$ cat src/rtl/stack_pkg.sv
// Shared types and constants for the path_stack LIFO.
// The replay FSM state enum lives here, together with the direction codes
// the maze explorer stores when DATA_W=2.
package stack_pkg;

  typedef enum logic {
    IDLE  = 1'b0,
    DRAIN = 1'b1
  } stack_state_t;

  localparam logic [1:0] DIR_STRAIGHT = 2'd0;
  localparam logic [1:0] DIR_LEFT     = 2'd1;
  localparam logic [1:0] DIR_RIGHT    = 2'd2;
  localparam logic [1:0] DIR_BACK     = 2'd3;

endpackage

$ cat src/rtl/rise_edge.sv
// Registered rising-edge detector: the pulse output is high for exactly one
// cycle, one clock after the input was first seen high. Runs independently
// of any enable so an edge that arrives while the consumer is frozen is lost.
module rise_edge (
  input  logic clk,
  input  logic rst,
  input  logic d,
  output logic pulse
);

  logic d_q;
  logic pulse_q;

  // Remember the previous input level and register the 0->1 transition.
  always_ff @(posedge clk or posedge rst) begin
    if (rst) begin
      d_q     <= 1'b0;
      pulse_q <= 1'b0;
    end else begin
      d_q     <= d;
      pulse_q <= d & ~d_q;
    end
  end

  assign pulse = pulse_q;

endmodule

$ cat src/rtl/path_stack.sv
// path_stack: parametrised LIFO of direction codes for maze backtracking.
// Push/pop commands are edge-triggered; a simultaneous push+pop replaces the
// top entry. A replay FSM (IDLE/DRAIN) empties the whole stack top-first to
// the motion sequencer.
// Replay handshake: rp_val is transferred on every rising clk edge where
// rp_valid && rp_ready && en; rp_valid stays high and rp_val stable until the
// transfer happens.
// Optional build macro STACK_ERR_EN: enables the sticky overflow/underflow
// flags and clr_err; without it both flags read 0 and no flag registers exist.
import stack_pkg::*;

module path_stack #(
  parameter int DATA_W = 2,
  parameter int DEPTH  = 50,
  parameter int CNT_W  = $clog2(DEPTH + 1)
) (
  input  logic              clk,
  input  logic              rst,
  input  logic              en,
  input  logic              push,
  input  logic [DATA_W-1:0] push_val,
  input  logic              pop,
  output logic [DATA_W-1:0] pop_val,
  output logic              pop_valid,
  input  logic              replay_start,
  output logic [DATA_W-1:0] rp_val,
  output logic              rp_valid,
  input  logic              rp_ready,
  output logic              replay_busy,
  output logic [DATA_W-1:0] top_val,
  output logic [CNT_W-1:0]  count,
  output logic              full,
  output logic              empty,
  input  logic              clr_err,
  output logic              overflow,
  output logic              underflow,
  output logic              state_dbg
);

  localparam int AW = (DEPTH > 1) ? $clog2(DEPTH) : 1;
  localparam logic [CNT_W-1:0] DEPTH_C = CNT_W'(DEPTH);
  localparam logic [CNT_W-1:0] ONE_C   = CNT_W'(1);

  stack_state_t      state_q, state_d;
  logic [CNT_W-1:0]  count_q, count_d;
  logic [DATA_W-1:0] pop_val_q, pop_val_d;
  logic              pop_valid_q, pop_valid_d;
  logic [DATA_W-1:0] mem_q [DEPTH];

  logic              push_p, pop_p, rs_p;
  logic              full_w, empty_w;
  logic [AW-1:0]     top_idx;
  logic              mem_we;
  logic [AW-1:0]     wr_idx;
  logic [DATA_W-1:0] wr_data;
  logic              ovf_set, udf_set;

  rise_edge u_push_edge (.clk(clk), .rst(rst), .d(push),         .pulse(push_p));
  rise_edge u_pop_edge  (.clk(clk), .rst(rst), .d(pop),          .pulse(pop_p));
  rise_edge u_rs_edge   (.clk(clk), .rst(rst), .d(replay_start), .pulse(rs_p));

  assign full_w  = (count_q == DEPTH_C);
  assign empty_w = (count_q == '0);
  // Only meaningful when count_q > 0; every use below is qualified by that.
  assign top_idx = AW'(count_q - ONE_C);

  // Next-state decode: replay start first, then replace-top, then push/pop.
  always_comb begin
    state_d     = state_q;
    count_d     = count_q;
    pop_val_d   = pop_val_q;
    pop_valid_d = 1'b0;
    mem_we      = 1'b0;
    wr_idx      = top_idx;
    wr_data     = '0;
    ovf_set     = 1'b0;
    udf_set     = 1'b0;
    if (en) begin
      unique case (state_q)
        IDLE: begin
          if (rs_p && !empty_w) begin
            state_d = DRAIN;
          end else if (push_p && pop_p && !empty_w) begin
            pop_val_d   = mem_q[top_idx];
            pop_valid_d = 1'b1;
            mem_we      = 1'b1;
            wr_data     = push_val;
          end else if (push_p) begin
            if (!full_w) begin
              mem_we  = 1'b1;
              wr_idx  = AW'(count_q);
              wr_data = push_val;
              count_d = count_q + ONE_C;
            end else begin
              ovf_set = 1'b1;
            end
          end else if (pop_p) begin
            if (!empty_w) begin
              pop_val_d   = mem_q[top_idx];
              pop_valid_d = 1'b1;
              mem_we      = 1'b1;
              count_d     = count_q - ONE_C;
            end else begin
              udf_set = 1'b1;
            end
          end
        end
        DRAIN: begin
          if (rp_ready) begin
            mem_we  = 1'b1;
            count_d = count_q - ONE_C;
            if (count_q == ONE_C) state_d = IDLE;
          end
        end
        default: state_d = IDLE;
      endcase
    end
  end

  // FSM state and occupancy; frozen while en is low.
  always_ff @(posedge clk or posedge rst) begin
    if (rst) begin
      state_q <= IDLE;
      count_q <= '0;
    end else if (en) begin
      state_q <= state_d;
      count_q <= count_d;
    end
  end

  // Registered pop result; the valid pulse never survives a frozen cycle.
  always_ff @(posedge clk or posedge rst) begin
    if (rst) begin
      pop_val_q   <= '0;
      pop_valid_q <= 1'b0;
    end else if (en) begin
      pop_val_q   <= pop_val_d;
      pop_valid_q <= pop_valid_d;
    end else begin
      pop_valid_q <= 1'b0;
    end
  end

  // Storage: a single write port covers push, replace and clearing on pop/drain.
  always_ff @(posedge clk or posedge rst) begin
    if (rst) begin
      for (int i = 0; i < DEPTH; i++) mem_q[i] <= '0;
    end else if (mem_we) begin
      mem_q[wr_idx] <= wr_data;
    end
  end

`ifdef STACK_ERR_EN
  logic ovf_q, udf_q;

  // Sticky error flags; a new error in the clearing cycle keeps the flag set.
  always_ff @(posedge clk or posedge rst) begin
    if (rst) begin
      ovf_q <= 1'b0;
      udf_q <= 1'b0;
    end else begin
      if (ovf_set)            ovf_q <= 1'b1;
      else if (clr_err && en) ovf_q <= 1'b0;
      if (udf_set)            udf_q <= 1'b1;
      else if (clr_err && en) udf_q <= 1'b0;
    end
  end

  assign overflow  = ovf_q;
  assign underflow = udf_q;
`else
  logic unused_err;
  assign unused_err = clr_err ^ ovf_set ^ udf_set;
  assign overflow   = 1'b0;
  assign underflow  = 1'b0;
`endif

  assign count       = count_q;
  assign full        = full_w;
  assign empty       = empty_w;
  assign top_val     = empty_w ? '0 : mem_q[top_idx];
  assign pop_val     = pop_val_q;
  assign pop_valid   = pop_valid_q & en;
  assign replay_busy = (state_q == DRAIN);
  assign rp_valid    = (state_q == DRAIN);
  assign rp_val      = (state_q == DRAIN) ? mem_q[top_idx] : '0;
  assign state_dbg   = state_q;

endmodule

$ cat config.mk
export PLATFORM = sky130hd
export DESIGN_NAME = path_stack
export DESIGN_NICKNAME = d
export VERILOG_FILES = /design/src/rtl/stack_pkg.sv /design/src/rtl/rise_edge.sv /design/src/rtl/path_stack.sv
export SDC_FILE = /design/constraint.sdc
export NUM_CORES = 1
export LEC_CHECK = 0
export BUFFER_PORTS_ARGS = -buffer_cell sky130_fd_sc_hd__clkbuf_2
export CORE_UTILIZATION = 50
export CTS_CLUSTER_DIAMETER = 30
export DETAILED_ROUTE_END_ITERATION = 16
export MAX_ROUTING_LAYER = met4
export PLACE_DENSITY = 0.67
export SLEW_MARGIN = 0
export SYNTH_ARGS = -nofsm -noshare
export SYNTH_HDL_FRONTEND = slang
export SYNTH_HIERARCHICAL = 1
export SYNTH_SLANG_ARGS = --single-unit
export TNS_END_PERCENT = 20
$ cat constraint.sdc
create_clock -name clk -period 9 [get_ports clk]
set_input_delay 0.45 -clock clk [delete_from_list [all_inputs] [get_ports clk]]
set_output_delay 0.45 -clock clk [all_outputs]
set_load 0.01 [all_outputs]
==> impl_metrics.toml <==
[sta]
period_minus_slack_ns = 4.50
fin_worst_skew_ns = 0.00659
slew_headroom_pct = 32.7
hold_viol = 0
drv_slew = 0
setup_violations = 0
fmax_mhz = 222
tns_ns = 0
fin_crit_sh_pct = 50.1
rsz0062_at_grt = "no"
worst_slack_ns = 4.50
worstMarginPinSlew_ns = 1.01

[grt]
grt_pass1_vias = 4671
antenna_found_initial = 0
grt_max_degree = 83
grt_overflow_total = 0
grt_pass1_wl_um = 25400
grt_usage_pct = 24.4

[clock_tree]
cts_tree = "done"
h-tree-depth = 4
clockBufferDepth = 2
postCtsSetupBuffers = 0
cts_made_buffers = 17
clockRootBuffer = "clkbuf_16"
cts.sinks = 116
cts_resized = 0
clkLatencyLatePin_ns = 0.42
clkTransAtPathRegs_ns = 0.05

[setup_path]
r2r_end = "mem_q[25]$_DFFE_PP0P_"
crit_type = "flop to output port"
r2r_start = "count[0]$_DFFE_PP0P_"
regToRegSetupSlack_ns = 4.86
cp.arrival_ns = 4.05
ff2ff_path_depth = 8
crit_path_start_kind = "flop"
crit_fanout = 34
cp_slowest_cell = "dfrtp_1"
required_ns = 8.55
crit_chain = "inv_1 -> ha_2 -> buf_4 -> mux2i_1 -> mux4_2 -> nand2_1 -> o211ai_1 -> a32oi_1 -> and2_1 -> clkbuf_2"
endpoint_kind = "output port"
critPathBufInv = 3
cpPeakStageDelay_ns = 0.67
crit_family = "buffers and inverters"

[place]
dpl.hpwl_um = 10000
dp_cells = 685
io_buffers = 26
place_ws_ns = 4.88
place.gp.congestion = 0.866
placed_area_um2 = 6880

[detailed_routing]
ant_nets = 0
wl_per_cell_um = 20.9
vias_per_cell = 6.19
drc = 0
via_count = 4444
drtIter0Drc = 438
firstDrtPassIters = 4
routed_wl_um = 15000

[floorplan]
die-area_um2 = 14000
coreArea_um2 = 13200
die_w_um = 118
num_rows = 42
die_h_um = 118
start_util_pct = 51.2
io_pins = 30

[synth]
syn_area_um2 = 6760
synth_largest_area_cell = "dfrtp_1"
yosysTopAreaCellShare_pct = 43.0
yosysSeqAreaShare_pct = 43.0
synth-seq-cells = 116
ys_types = 82
async_flop_share_pct = 100
ys.warnings.count = 6
syn_inst = 517
synthTopCellsByCount = "116 x dfrtp_1, 90 x mux2_2, 19 x mux2i_1, 18 x mux4_2, 16 x mux2_1"
synth_edf_count = 0
synthFlopType = "dfrtp_1"
yosysMostFrequentCell = "dfrtp_1"
synthTopCellsByArea = "dfrtp_1 43%, mux2_2 15%, mux4_2 6.0%, mux2i_1 2.8%, mux2_1 2.7%"
postSynthAreaPerCell_um2 = 13.1

[cells_and_area]
design_area_um2 = 7510
instances_no_fill = 718
drive_above_1_share_pct = 43.2
area_growth_pct = 11.1
antenna_cells = 0
nets = 543

[power_and_ir_drop]
p_per_area_nw_per_um2 = 322
ir_worst_vdd_mv = 0.211
power_leakage_nw = 3.35
power_mw = 2.42

[worst_hold_path]
min_from = "push"
hp-class = "input pin to flop"
min_to = "u_push_edge/d_q$_DFF_PP0_"
min_path_cells = 1

[run_status]
run_status = "finished, final reports clean"

[flow_run]
drv_cap = 0
cell usage in the layout, fill, tap and decap left out, types with 5 or more instances in the layout:
cell,n
clkbuf_16,17
mux2i_1,19
nand4_1,11
inv_1,10
xnor2_1,7
dfrtp_1,116
nand3_1,7
clkbuf_2,26
and3_1,9
nor2_1,10
mux2_2,90
nand2_1,15
mux4_2,18
nor4_2,8
and4_1,5
and2_1,5
nor3_2,11
o211ai_1,6
a211oi_1,5
buf_4,5
nor3_1,15
mux2_1,16
state kept, by name, indices dropped and copies added, names as in the netlist:
| name | flops |
|---|---|
| count | 6 |
| mem_q | 100 |
| pop_val | 2 |
| pop_valid_q | 1 |
| replay_busy | 1 |
| u_pop_edge/d_q | 1 |
| u_pop_edge/pulse | 1 |
| u_push_edge/d_q | 1 |
| u_push_edge/pulse | 1 |
| u_rs_edge/d_q | 1 |
| u_rs_edge/pulse | 1 |
layout make-up:
type,count,area [µm²]
flip-flops and latches,116,2900
multi-input cells,351,3550
inverters,11,43.8
repair buffers,32,178
well taps,176,220
fillers,1080,5680
clock buffers,21,470
clock inverters,11,149
stage by stage:
stage,util [%],hold WS (ns)
detailed placement,52.2,0.361
global route,56.9,0.144
finish,56.9,0.153
global placement,52.2,0.351
CTS,56.9,0.137
floorplan,-,0.191
worst max path at each step:
stage,slack (ns),to,cells past startpoint,from
3_3_place_gp,4.90,mem_q[24]$_DFFE_PP0P_,8,count[0]$_DFFE_PP0P_
6_report,4.50,top_val[1],10,count[1]$_DFFE_PP0P_
5_1_grt,4.30,top_val[1],10,count[1]$_DFFE_PP0P_
2_1_floorplan,5.27,rp_val[0],10,count[0]$_DFFE_PP0P_
3_5_place_dp,4.88,mem_q[25]$_DFFE_PP0P_,8,count[0]$_DFFE_PP0P_
4_1_cts,4.50,rp_val[1],10,count[1]$_DFFE_PP0P_
per-layer routing:
layer | vias up | wire length, µm | global-route usage (%)
li1 | 1991 | - | -
met1 | 2287 | 6630 | 31.7
met2 | 138 | 7240 | 36.2
met3 | 28 | 796 | 6.81
met4 | 0 | 325 | 9.70
met5 | - | 0 | -
repair_timing:
| item | in CTS | in global routing |
|---|---|---|
| endpoints found under the hold margin | 6 | 0 |
| endpoints found under the setup margin | 0 | 0 |
| hold buffers | 1 | 0 |
cells by family after synthesis:
kind of cell / Yosys count / share of synthesized area [%]
mux: 145 / 27.3
simple gates: 126 / 13.8
flops: 116 / 43.0
compound gates: 64 / 9.09
buf+inv: 51 / 4.67
xor+xnor: 10 / 1.41
fa+ha+maj: 4 / 0.741
other cells: 1 / 0.0555
power breakdown:
part | total, mW | internal (mW) | leakage (nW) | switching [mW]
sequential | 0.648 | 0.561 | 1.59 | 0.0870
combinational | 1.07 | 0.378 | 1.46 | 0.689
clock | 0.704 | 0.458 | 0.296 | 0.246
total | 2.42 | 1.40 | 3.35 | 1.02
worst register-to-register path, stage by stage (launching register included):
cell and delay, ns:
dfrtp_1 0.37, inv_1 0.51, ha_2 0.40, nor3b_4 0.43
a211oi_1 0.16, a311oi_2 0.42, nand3_1 0.71, nor4_1 0.65
mux2_2 0.38
(Power assumes the default switching activity.)
